`src/rtl/alu_pkg.sv`:
```
// Shared encodings for the ALU op sequencer: ALU op codes, MIPS opcode/funct
// fields, operand-select encodings and FSM states.
package alu_pkg;

  localparam logic [3:0] ALU_AND = 4'b0000;
  localparam logic [3:0] ALU_OR  = 4'b0001;
  localparam logic [3:0] ALU_NOR = 4'b0010;
  localparam logic [3:0] ALU_ADD = 4'b0011;
  localparam logic [3:0] ALU_SUB = 4'b0100;
  localparam logic [3:0] ALU_INC = 4'b0101;
  localparam logic [3:0] ALU_MUL = 4'b0110;
  localparam logic [3:0] ALU_MOV = 4'b0111;

  localparam logic [5:0] OP_RTYPE = 6'h00;
  localparam logic [5:0] OP_BEQ   = 6'h04;
  localparam logic [5:0] OP_BNE   = 6'h05;
  localparam logic [5:0] OP_ADDI  = 6'h08;
  localparam logic [5:0] OP_ANDI  = 6'h0C;
  localparam logic [5:0] OP_ORI   = 6'h0D;
  localparam logic [5:0] OP_LUI   = 6'h0F;

  localparam logic [5:0] FN_MUL = 6'h18;
  localparam logic [5:0] FN_ADD = 6'h20;
  localparam logic [5:0] FN_SUB = 6'h22;
  localparam logic [5:0] FN_AND = 6'h24;
  localparam logic [5:0] FN_OR  = 6'h25;
  localparam logic [5:0] FN_NOR = 6'h27;

  localparam logic       SRCA_PC     = 1'b0;
  localparam logic       SRCA_RS     = 1'b1;
  localparam logic [1:0] SRCB_RT     = 2'b00;
  localparam logic [1:0] SRCB_FOUR   = 2'b01;
  localparam logic [1:0] SRCB_IMM    = 2'b10;
  localparam logic [1:0] SRCB_IMM_SH = 2'b11;

  typedef enum logic [2:0] {
    ST_IDLE,
    ST_FETCH,
    ST_DECODE,
    ST_EXECUTE,
    ST_COMPLETE,
    ST_BRANCH,
    ST_ERROR
  } state_e;

endpackage

```
`src/rtl/alu_op_decoder.sv`:
```
// Combinational opcode/funct decode into ALU operation and instruction class.
module alu_op_decoder
  import alu_pkg::*;
(
  input  logic [5:0] opcode,
  input  logic [5:0] funct,
  output logic [3:0] alu_operation,
  output logic       is_branch,
  output logic       is_bne,
  output logic       uses_imm,
  output logic       imm_shift,
  output logic       illegal
);

  always_comb begin
    alu_operation = ALU_AND;
    is_branch     = 1'b0;
    is_bne        = 1'b0;
    uses_imm      = 1'b0;
    illegal       = 1'b0;
    case (opcode)
      OP_RTYPE: begin
        case (funct)
          FN_ADD:  alu_operation = ALU_ADD;
          FN_SUB:  alu_operation = ALU_SUB;
          FN_AND:  alu_operation = ALU_AND;
          FN_OR:   alu_operation = ALU_OR;
          FN_NOR:  alu_operation = ALU_NOR;
          FN_MUL:  alu_operation = ALU_MUL;
          default: illegal = 1'b1;
        endcase
      end
      OP_ADDI: begin alu_operation = ALU_ADD; uses_imm = 1'b1; end
      OP_ANDI: begin alu_operation = ALU_AND; uses_imm = 1'b1; end
      OP_ORI:  begin alu_operation = ALU_OR;  uses_imm = 1'b1; end
      OP_LUI:  begin alu_operation = ALU_MOV; uses_imm = 1'b1; end
      OP_BEQ:  begin alu_operation = ALU_SUB; is_branch = 1'b1; end
      OP_BNE:  begin alu_operation = ALU_SUB; is_branch = 1'b1; is_bne = 1'b1; end
      default: illegal = 1'b1;
    endcase
    // Branch immediates are word offsets; ALU-type immediates are used as-is.
    imm_shift = is_branch;
  end

endmodule

```
`src/rtl/alu_op_sequencer.sv`:
```
// Multicycle FETCH/DECODE/EXECUTE/COMPLETE sequencer driving the ALU selects
// and producing PC/register write strobes for the datapath.
module alu_op_sequencer
  import alu_pkg::*;
#(
  parameter int unsigned DATA_WIDTH   = 32,
  parameter int unsigned ALU_OP_WIDTH = 4
) (
  input  logic                    clk,
  input  logic                    reset,
  input  logic                    instr_valid,
  output logic                    instr_ready,
  input  logic [5:0]              opcode,
  input  logic [5:0]              funct,
  output logic [ALU_OP_WIDTH-1:0] alu_operation,
  output logic                    alu_src_a_sel,
  output logic [1:0]              alu_src_b_sel,
  input  logic [DATA_WIDTH-1:0]   alu_result,
  input  logic                    alu_zero,
  output logic                    pc_write,
  output logic                    pc_write_target,
  output logic                    reg_write,
  output logic [DATA_WIDTH-1:0]   result_q,
  output logic [DATA_WIDTH-1:0]   target_q,
  output logic                    illegal,
  output logic                    busy
);

  state_e                  state_q, state_d;
  logic [5:0]              opcode_q, opcode_d;
  logic [5:0]              funct_q, funct_d;
  logic [DATA_WIDTH-1:0]   result_d, target_d;

  logic [3:0] dec_op;
  logic       dec_is_branch, dec_is_bne, dec_uses_imm, dec_imm_shift, dec_illegal;

  alu_op_decoder u_decoder (
    .opcode        (opcode_q),
    .funct         (funct_q),
    .alu_operation (dec_op),
    .is_branch     (dec_is_branch),
    .is_bne        (dec_is_bne),
    .uses_imm      (dec_uses_imm),
    .imm_shift     (dec_imm_shift),
    .illegal       (dec_illegal)
  );

  always_comb begin
    state_d  = state_q;
    opcode_d = opcode_q;
    funct_d  = funct_q;
    result_d = result_q;
    target_d = target_q;
    case (state_q)
      ST_IDLE: begin
        if (instr_valid) begin
          opcode_d = opcode;
          funct_d  = funct;
          state_d  = ST_FETCH;
        end
      end
      ST_FETCH:  state_d = ST_DECODE;
      ST_DECODE: begin
        target_d = alu_result;
        if (dec_illegal)        state_d = ST_ERROR;
        else if (dec_is_branch) state_d = ST_BRANCH;
        else                    state_d = ST_EXECUTE;
      end
      ST_EXECUTE: begin
        result_d = alu_result;
        state_d  = ST_COMPLETE;
      end
      default: state_d = ST_IDLE;
    endcase
  end

  // Strobes are masked by reset so an aborted instruction never writes.
  always_comb begin
    alu_operation   = ALU_AND;
    alu_src_a_sel   = SRCA_PC;
    alu_src_b_sel   = SRCB_RT;
    pc_write        = 1'b0;
    pc_write_target = 1'b0;
    reg_write       = 1'b0;
    illegal         = 1'b0;
    case (state_q)
      ST_FETCH: begin
        alu_operation = ALU_ADD;
        alu_src_b_sel = SRCB_FOUR;
        pc_write      = !reset;
      end
      ST_DECODE: begin
        alu_operation = ALU_ADD;
        alu_src_b_sel = SRCB_IMM_SH;
      end
      ST_EXECUTE: begin
        alu_operation = dec_op;
        alu_src_a_sel = SRCA_RS;
        if (dec_uses_imm) alu_src_b_sel = dec_imm_shift ? SRCB_IMM_SH : SRCB_IMM;
      end
      ST_COMPLETE: reg_write = !reset;
      ST_BRANCH: begin
        alu_operation   = ALU_SUB;
        alu_src_a_sel   = SRCA_RS;
        pc_write_target = !reset && (alu_zero ^ dec_is_bne);
      end
      ST_ERROR: illegal = !reset;
      default: ;
    endcase
  end

  assign instr_ready = (state_q == ST_IDLE);
  assign busy        = (state_q != ST_IDLE);

  always_ff @(posedge clk) begin
    if (reset) begin
      state_q  <= ST_IDLE;
      opcode_q <= '0;
      funct_q  <= '0;
      result_q <= '0;
      target_q <= '0;
    end else begin
      state_q  <= state_d;
      opcode_q <= opcode_d;
      funct_q  <= funct_d;
      result_q <= result_d;
      target_q <= target_d;
    end
  end

endmodule

```
`config.mk`:
```
export PLATFORM = sky130hd
export DESIGN_NAME = alu_op_sequencer
export DESIGN_NICKNAME = d
export VERILOG_FILES = /design/src/rtl/alu_pkg.sv /design/src/rtl/alu_op_decoder.sv /design/src/rtl/alu_op_sequencer.sv
export SDC_FILE = /design/constraint.sdc
export NUM_CORES = 1
export LEC_CHECK = 0
export ABC_AREA = 1
export BUFFER_PORTS_ARGS = -buffer_cell sky130_fd_sc_hd__buf_4
export CAP_MARGIN = 20
export CORE_MARGIN = 1.5
export CORE_UTILIZATION = 35
export CTS_CLUSTER_DIAMETER = 60
export DETAILED_ROUTE_END_ITERATION = 7
export GPL_ROUTABILITY_DRIVEN = 1
export PLACE_DENSITY = 0.59
export SYNTH_ARGS = -nofsm -noshare
export SYNTH_HDL_FRONTEND = slang
export SYNTH_SLANG_ARGS = --single-unit
```
`constraint.sdc`:
```
create_clock -name clk -period 2.45 [get_ports clk]
set_clock_uncertainty 0.15 [all_clocks]
set_input_delay 0.6125 -clock clk [delete_from_list [all_inputs] [get_ports clk]]
set_output_delay 0.6125 -clock clk [all_outputs]
set_load 0.05 [all_outputs]
```
==> results.txt, run 1 <==
Endpoints failing setup -> 0
Worst reg2reg endpoint -> opcode_q[1]
Ys flop type -> dfxtp_1
Row count -> 34
Hold Path Stages -> 2
GR Overflow Total -> 0
Highest clock rate -> 0.426 GHz
Overall routing resource usage -> 0.180
Syn Std Cell Area -> 0.00310 mm^2
Worst-path maximum fanout -> 4
Status -> finished clean
Switching part of the total -> 0.459
Worst hold slack -> 314 ps
Flop2flop setup slack -> 820 ps
Filler cell count -> 875
Io pins -> 125
Root buffer cell -> clkbuf_8
Top cell type's share of synthesized area -> 0.511
YS warnings -> 0
Combinational power share -> 0.464
Worst rel slew slack -> 0.535
Leading area contributor after synthesis -> dfxtp_1
Initial antenna violation count -> 0
Worst Hold End -> target_q[7]
Final period util -> 0.958
Power per cell area -> 1120 mW/mm^2
Clock share of power -> 0.193
Count leader, synth -> nand2_1
DR WL/cell -> 13.1 um
Final hold vios -> 0
Leakage -> 0.00183 uW
Total Nets Final -> 585
Via count -> 3,117
Worst skew pair latency -> 340 ps
Synth unique cells -> 23
CTS Buf Count -> 9
Met3 routed WL -> 741 um
Internal power -> 2640 uW
DRT met1 WL -> 3.89 mm
Vias in the first global route -> 2,878
Syn_nets -> 469
Dpl hpwl -> 5.64 mm
Max-slew violation count -> 0
CTS Hold Bufs -> 0
CTS tree -> built
Chip width -> 97.1 um
Routed WL -> 8.52 mm
CP Class -> reg -> out
Critical Path RT -> 1690 ps
Crit end category -> primary output
NetSw -> 2240 uW
Antenna-violating nets left -> 0
First-pass GRT wire length -> 13.9 mm
HP Start -> target_q[7]
Syn_area_per_cell -> 7.36 um^2
Fraction of registers with async set/reset -> 0
Worst setup SP type -> flip-flop
Worst r2r src -> state_q[0]
Flops & latches, synth -> 79
Met2 routed WL -> 3.83 mm
P&R area growth vs syn -> 40.3%
DR vias/cell -> 4.80
Top cells by area, synth -> dfxtp_1 (51%), nand2_1 (19%), a21oi_1 (12%)
RSZ-0062 raised after global routing -> yes
Remaining DRCs -> 0
Seq pwr share -> 0.343
Pre-CTS setup slack -> 335 ps
RePlAce Congestion -> 0.890
Worst Tran Pin Value -> 697 ps
Iter 0 DRT Violations -> 82
Worst Path Arrival -> 1580 ps
Max layer used -> met4
Initial Utilization -> 0.359
Number of flops mapped to enable cells by yosys -> 0
Synth Instances -> 421
Final Worst Setup Slack -> 104 ps
Synth top cells by count -> nand2_1 (153), dfxtp_1 (79), a21oi_1 (76), nor2_1 (26)
Post-layout util -> 0.503
Largest net degree at the start of global routing -> 66
Clock Tree Buf Depth -> 2
CTS sink cnt -> 79
Layout cell share with drive strength beyond 1 -> 0.318
Final Instance Area -> 0.00435 mm^2
Reg2Reg Depth -> 6
Clock slew at reported path FFs -> 80 ps
Tmin final -> 2350 ps
Post-DP Area -> 0.00409 mm^2
Drt first pass iters -> 4
Sequential-to-total area share from yosys stat -> 0.511
Peak supply drop -> 0.480 mV
Core Area -> 0.00864 mm^2
Die Y -> 97.1 um
ANT cells -> 0
CTS H-Tree Depth -> 3
Max Cap Violations -> 0
Min-Delay Path Class -> reg -> reg
Die Footprint -> 0.00942 mm^2
Port bufs -> 123
## stage by stage
step                      TNS (ps)  cells  power (uW)
after floorplan               -381    421        3260
after global placement           0    631        3870
after detailed placement         0    631        3890
after CTS                        0    646        4850
after global routing         -43.5    649        5170
final                            0    649        4880
## per-layer routing
| metal | up-vias | track usage |
|---|---|---|
| met5 | - | 0 |
| met4 | 0 | 0.0401 |
| met3 | 7 | 0.0741 |
| met2 | 110 | 0.285 |
| met1 | 1419 | 0.230 |
| li1 | 1581 | - |
## cell type report
class                      instances  area, um^2  area share
sequential                        79        1590       0.365
tap                              108         135      0.0311
clock inverter                     5        60.1      0.0138
clock buffer                      10         128      0.0294
inverter                          20        75.1      0.0173
timing repair buffer             131         991       0.228
multi-input combinational        296        1370       0.315
## power groups by stage
stage / logic (uW) / clock network, uW / registers, uW
4_1_cts: 2210 / 979 / 1660
2_1_floorplan: 1140 / 0 / 2130
5_1_grt: 2430 / 1030 / 1700
6_report: 2260 / 942 / 1670
3_5_place_dp: 2210 / 0 / 1680
3_3_place_gp: 2200 / 0 / 1680
## placed cells by master, fill, tap and decap left out, types with 2 or more instances in the layout
master and count:
nor2_2 4, inv_2 5, a21oi_2 2, dfxtp_1 74
dfxtp_2 5, a211oi_1 7, inv_1 15, nor3_4 2
nand2_1 153, nor2_1 20, clkbuf_8 9, nor2_4 3
buf_6 2, clkinv_4 2, o21ai_1 2, nand3_1 16
a21oi_1 74, buf_4 129, o21ai_0 2, nor3_2 2
## critical path: stages, from the launching register on
cell and delay [ps]:
dfxtp_1 330, nor2_4 140, buf_4 130, nand2_1 60, nor2_2 170, a21oi_1 100, o21ai_1 120, buf_4 210
## what timing repair did
action | in CTS | in global routing
resized for setup | 3 | 16
pin swaps | 0 | 6
setup endpoints to repair | 4 | 4
buffers inserted | 0 | 3
## cell families after synthesis
kind of cell / Yosys count / synth area share
AND/OR/NAND/NOR: 205 / 0.269
AO/OA/AOI/OAI: 89 / 0.150
flip-flops: 79 / 0.511
buffers and inverters: 46 / 0.0658
XOR/XNOR: 1 / 0.00283
other: 1 / 0.00121
## how the worst max path moves through the flow
stage	start	to	slack [ps]	cells after the start
6_report	opcode_q[4]	alu_operation[0]	100	7
4_1_cts	opcode_q[0]	alu_operation[1]	30	6
3_3_place_gp	opcode_q[5]	pc_write_target	380	7
5_1_grt	funct_q[5]	alu_operation[1]	-30	8
3_5_place_dp	opcode_q[5]	pc_write_target	340	7
2_1_floorplan	state_q[2]	alu_operation[0]	-150	6
## sequential cells by signal, indices dropped and copies added, names as in the netlist
| name | flops |
|---|---|
| opcode_q | 6 |
| result_q | 32 |
| target_q | 32 |
| funct_q | 6 |
| state_q | 3 |
Power figures use the tool's default switching activity.
==> inputs of run 2 (changes only) <==
BUFFER_PORTS_ARGS = -buffer_cell sky130_fd_sc_hd__buf_2   (was -buffer_cell sky130_fd_sc_hd__buf_4)
CORE_ASPECT_RATIO = 1.75   (was not set)
==> results.txt, run 2 (synthesis results as in run 1) <==
Clock slew at reported path FFs -> 60 ps (was 80 ps)
Antenna-violating nets left -> 0 (unchanged)
Final period util -> 0.961 (was 0.958)
Met1 GRT Util -> 0.228 (was 0.230)
Initial antenna violation count -> 1 (was 0)
RePlAce Congestion -> 0.816 (was 0.890)
Initial Utilization -> 0.360 (was 0.359)
Via count -> 3,140 (was 3,117)
Die Y -> 127 um (was 97.1 um)
P&R area growth vs syn -> 33.4% (was 40.3%)
Core Area -> 0.00861 mm^2 (was 0.00864 mm^2)
Worst setup SP type -> flip-flop (unchanged)
Post-layout util -> 0.480 (was 0.503)
Worst rel slew slack -> 0.615 (was 0.535)
GR Overflow Total -> 0 (unchanged)
DR vias/cell -> 4.77 (was 4.80)
Total Nets Final -> 585 (unchanged)
Port bufs -> 123 (unchanged)
Worst skew pair latency -> 330 ps (was 340 ps)
Most common cell after layout, fill and taps aside -> nand2_1 (unchanged)
DR WL/cell -> 13.9 um (was 13.1 um)
Largest net degree at the start of global routing -> 55 (was 66)
CTS tree -> built (unchanged)
Layer with the highest usage -> met2 (unchanged)
CTS H-Tree Depth -> 3 (unchanged)
Overall routing resource usage -> 0.202 (was 0.180)
Min-Delay Path Class -> reg -> reg (unchanged)
Max-slew violation count -> 0 (unchanged)
Met2 GRT Util -> 0.352 (was 0.285)
Chip width -> 74.1 um (was 97.1 um)
Flop2flop setup slack -> 800 ps (was 820 ps)
Leakage -> 0.00183 uW (about the same)
M3 GR Usage -> 0.0379 (was 0.0741)
Final Worst Setup Slack -> 94.8 ps (was 104 ps)
Worst Path Arrival -> 1590 ps (was 1580 ps)
Filler cell count -> 891 (was 875)
Final hold vios -> 0 (unchanged)
First-pass GRT wire length -> 14.5 mm (was 13.9 mm)
Power, Total -> 5030 uW (was 4880 uW)
Endpoints failing setup -> 0 (unchanged)
Sum Neg Setup Slack -> 0 ps (unchanged)
Crit end category -> primary output (unchanged)
Drt first pass iters -> 4 (unchanged)
Worst Tran Pin Value -> 577 ps (was 697 ps)
Peak supply drop -> 0.587 mV (was 0.480 mV)
CTS sink cnt -> 79 (unchanged)
Highest clock rate -> 0.425 GHz (was 0.426 GHz)
Routed WL -> 9.17 mm (was 8.52 mm)
Dpl hpwl -> 6.35 mm (was 5.64 mm)
Die Footprint -> 0.00945 mm^2 (was 0.00942 mm^2)
Status -> finished clean (unchanged)
Critical Path RT -> 1690 ps (about the same)
Iter 0 DRT Violations -> 76 (was 82)
Worst-path maximum fanout -> 4 (unchanged)
CP Class -> reg -> out (unchanged)
Max Cap Violations -> 0 (unchanged)
Most frequent cells in the layout -> nand2_1 (153), buf_2 (118), dfxtp_1 (77) (was nand2_1 (153), buf_4 (129), a21oi_1 (74), dfxtp_1 (74), nor2_1 (20))
Remaining DRCs -> 0 (unchanged)
Root buffer cell -> clkbuf_16 (was clkbuf_8)
Power per cell area -> 1220 mW/mm^2 (was 1120 mW/mm^2)
CTS Buf Count -> 9 (unchanged)
Layout cell share with drive strength beyond 1 -> 0.302 (was 0.318)
Biggest regs -> result_q (32), target_q (32) (unchanged)
Io pins -> 125 (unchanged)
Worst hold slack -> 308 ps (was 314 ps)
Tmin final -> 2360 ps (was 2350 ps)
Clock Tree Buf Depth -> 2 (unchanged)
Pre-CTS setup slack -> 312 ps (was 335 ps)
Vias in the first global route -> 2,992 (was 2,878)
Row count -> 45 (was 34)
run 2: path summary, 6_finish.rpt:
check,from,endpoint,cells past startpoint
worst max-delay path,state_q[1],alu_operation[2],6
worst min-delay path,target_q[31],target_q[31],2
worst max register to register,state_q[2],state_q[0],5
worst min register to register,target_q[31],target_q[31],2
run 2: power breakdown:
part           switching, uW  internal (uW)
logic                   1620            528
clock network            499            727
registers                147           1500
total                   2270           2760
run 2: layout make-up:
type,count,area [um^2],share of cell area
antenna,1,2.50,0.000606
clock buffer,11,253,0.0612
clock inverter,3,20.0,0.00484
inverter,20,75.1,0.0182
multi-input combinational,296,1360,0.328
sequential,79,1580,0.383
tap,117,146,0.0354
timing repair buffer,131,696,0.168
run 2: worst max-delay path, cell delays in order, from the launching register on:
cell and delay (ps):
dfxtp_1 320, inv_1 210, nand3_1 230, nand3_1 140, a21oi_1 60, a21oi_2 110, buf_4 200
run 2: metal layers:
layer	wire length [um]	vias up	share of wire
li1	-	1585	-
met1	3670	1445	0.40
met2	4950	95	0.54
met3	338	15	0.037
met4	208	0	0.023
met5	0	-	0
run 2: metrics by stage:
stage	std cells	instance area, um^2
floorplan	421	3120
global placement	643	3810
detailed placement	643	3810
CTS	657	4100
global route	658	4130
finish	658	4130
run 2: what timing repair did:
action	CTS	global route
hold buffers	0	0
gates cloned	0	0
pin swaps	0	0
gates resized for setup	5	11
setup buffers	0	0
endpoints found under the setup margin	4	5
==> inputs of run 3 (changes only) <==
CORE_UTILIZATION = 51   (was 35)
PLACE_DENSITY = 0.82   (was 0.59)
REMOVE_ABC_BUFFERS = 1   (was not set)
==> results.txt, run 3 (synthesis results as in run 1) <==
Row count -> 37 (was 45)
DR WL/cell -> 13.6 um (was 13.9 um)
Iter 0 DRT Violations -> 141 (was 76)
Power, Total -> 4970 uW (was 5030 uW)
Drt first pass iters -> 4 (unchanged)
Die Footprint -> 0.00657 mm^2 (was 0.00945 mm^2)
Max-slew violation count -> 0 (unchanged)
Worst rel slew slack -> 0.474 (was 0.615)
NetSw -> 2210 uW (was 2270 uW)
Status -> finished clean (unchanged)
Routed WL -> 8.41 mm (was 9.17 mm)
HP Start -> result_q[0] (was target_q[31])
Via count -> 3,168 (was 3,140)
Dpl hpwl -> 5.84 mm (was 6.35 mm)
CTS H-Tree Depth -> 3 (unchanged)
Root buffer cell -> clkbuf_8 (was clkbuf_16)
Flop2flop setup slack -> 890 ps (was 800 ps)
CP startpoint -> opcode_q[4] (was state_q[1])
Area of the multi-input gates -> 0.00135 mm^2 (was 0.00136 mm^2)
Total Nets Final -> 584 (was 585)
Worst r2r src -> state_q[0] (was state_q[2])
P&R area growth vs syn -> 30.7% (was 33.4%)
Final hold vios -> 0 (unchanged)
Core Area -> 0.00588 mm^2 (was 0.00861 mm^2)
Final period util -> 0.968 (was 0.961)
Pre-CTS setup slack -> 295 ps (was 312 ps)
Most frequent cells in the layout -> nand2_1 (152), buf_2 (118), a21oi_1 (76) (was nand2_1 (153), buf_2 (118), dfxtp_1 (77))
Die Y -> 106 um (was 127 um)
Clock share of power -> 0.240 (was 0.244)
Layout cell share with drive strength beyond 1 -> 0.309 (was 0.302)
Reg2Reg Depth -> 6 (was 5)
First-pass GRT wire length -> 12.8 mm (was 14.5 mm)
Crit end category -> primary output (unchanged)
Peak supply drop -> 0.677 mV (was 0.587 mV)
Critical Path RT -> 1690 ps (about the same)
Hold Path Stages -> 2 (unchanged)
Remaining DRCs -> 0 (unchanged)
Final Instance Area -> 0.00405 mm^2 (was 0.00413 mm^2)
Initial Utilization -> 0.527 (was 0.360)
Biggest regs -> result_q (32), target_q (32) (unchanged)
Worst Path Arrival -> 1610 ps (was 1590 ps)
Tmin final -> 2370 ps (was 2360 ps)
Seq pwr share -> 0.336 (was 0.328)
Worst skew pair latency -> 340 ps (was 330 ps)
Final Worst Setup Slack -> 78.0 ps (was 94.8 ps)
Register area -> 0.00159 mm^2 (was 0.00158 mm^2)
RSZ-0062 raised after global routing -> yes
Endpoints failing setup -> 0 (unchanged)
Min-Delay Path Class -> reg -> reg (unchanged)
Switching part of the total -> 0.444 (was 0.451)
Highest clock rate -> 0.422 GHz (was 0.425 GHz)
Leakage -> 0.00182 uW (was 0.00183 uW)
Worst Hold End -> result_q[0] (was target_q[31])
RePlAce Congestion -> 0.883 (was 0.816)
Worst hold slack -> 310 ps (was 308 ps)
Overall routing resource usage -> 0.264 (was 0.202)
Most common cell after layout, fill and taps aside -> nand2_1 (unchanged)
Non-filler cells in the finished layout -> 619 (was 658)
Io pins -> 125 (unchanged)
Worst-path maximum fanout -> 5 (was 4)
Port bufs -> 123 (unchanged)
CTS sink cnt -> 79 (unchanged)
Largest net degree at the start of global routing -> 79 (was 55)
Power per cell area -> 1230 mW/mm^2 (was 1220 mW/mm^2)
CTS tree -> built (unchanged)
Antenna-violating nets left -> 0 (unchanged)
Clock slew at reported path FFs -> 80 ps (was 60 ps)
Combinational power share -> 0.425 (was 0.428)
Worst reg2reg endpoint -> funct_q[5] (was state_q[0])
Max Cap Violations -> 0 (unchanged)
Cell Count Post-Placement -> 602 (was 643)
DR vias/cell -> 5.12 (was 4.77)
Worst setup SP type -> flip-flop (unchanged)
Worst Tran Pin Value -> 788 ps (was 577 ps)
GR Overflow Total -> 0 (unchanged)
Initial antenna violation count -> 0 (was 1)
Clock Tree Buf Depth -> 2 (unchanged)
ANT cells -> 0 (was 1)
Internal power -> 2760 uW (about the same)
Vias in the first global route -> 2,942 (was 2,992)
Chip width -> 61.9 um (was 74.1 um)
Post-DP Area -> 0.00373 mm^2 (was 0.00381 mm^2)
CTS Buf Count -> 9 (unchanged)
Filler cell count -> 511 (was 891)
CP Class -> reg -> out (unchanged)
run 3: cell types whose count changed in the layout (fill, tap and decap cells not counted), moves of 2 or more:
cell / change
bufinv_16: +3
clkbuf_16: -9
clkbuf_8: +9
clkinvlp_4: -2
dfxtp_1: -4
dfxtp_2: +4
nor3_1: +2
nor3_2: -2
run 3: cell type report:
class                   instances  area share
clock buffers                  11      0.0374
clock inverters                 5      0.0256
inverters                      20      0.0185
multi-input cells             296       0.333
flip-flops and latches         79       0.392
well taps                      78      0.0241
repair buffers                130       0.169
run 3: worst max-delay path, cell delays in order, from the launching register on:
cell	delay, ps
dfxtp_2	340
nor2_4	150
nand2_2	80
inv_2	70
nand3_2	60
xor2_1	140
nor3_1	190
buf_4	230
run 3: worst max-delay path by stage:
stage	slack, ps	to
floorplan	-930	alu_operation[0]
global placement	340	alu_operation[0]
detailed placement	290	alu_operation[0]
CTS	20	alu_operation[2]
global route	-50	pc_write_target
finish	80	pc_write_target
run 3: timing repair:
item	in CTS	in global routing
hold buffers	0	0
buffers inserted	0	1
pin swaps	0	3
setup endpoints to repair	4	6
resized for setup	6	18
run 3: metrics by stage:
step                      utilization  setup TNS, ps
after floorplan                     -          -4690
after global placement          0.634              0
after detailed placement        0.634              0
after CTS                       0.680              0
after global routing            0.689          -56.7
final                           0.689              0
run 3: power groups by stage:
stage	Sequential, uW	Combinational (uW)	Clock (uW)
after floorplan	2140	1040	0
after global placement	1670	2010	0
after detailed placement	1680	2030	0
after CTS	1650	2060	1210
after global routing	1700	2280	1270
final	1670	2110	1190
run 3: routing by layer:
| metal | up-vias | track usage | wire [um] | part of all wire |
|---|---|---|---|---|
| met1 | 1467 | 0.269 | 3050 | 0.36 |
| met3 | 16 | 0.0730 | 370 | 0.044 |
| met4 | 0 | 0.137 | 238 | 0.028 |
| li1 | 1577 | - | - | - |
| met2 | 108 | 0.461 | 4750 | 0.56 |
| met5 | - | 0 | 0 | 0 |
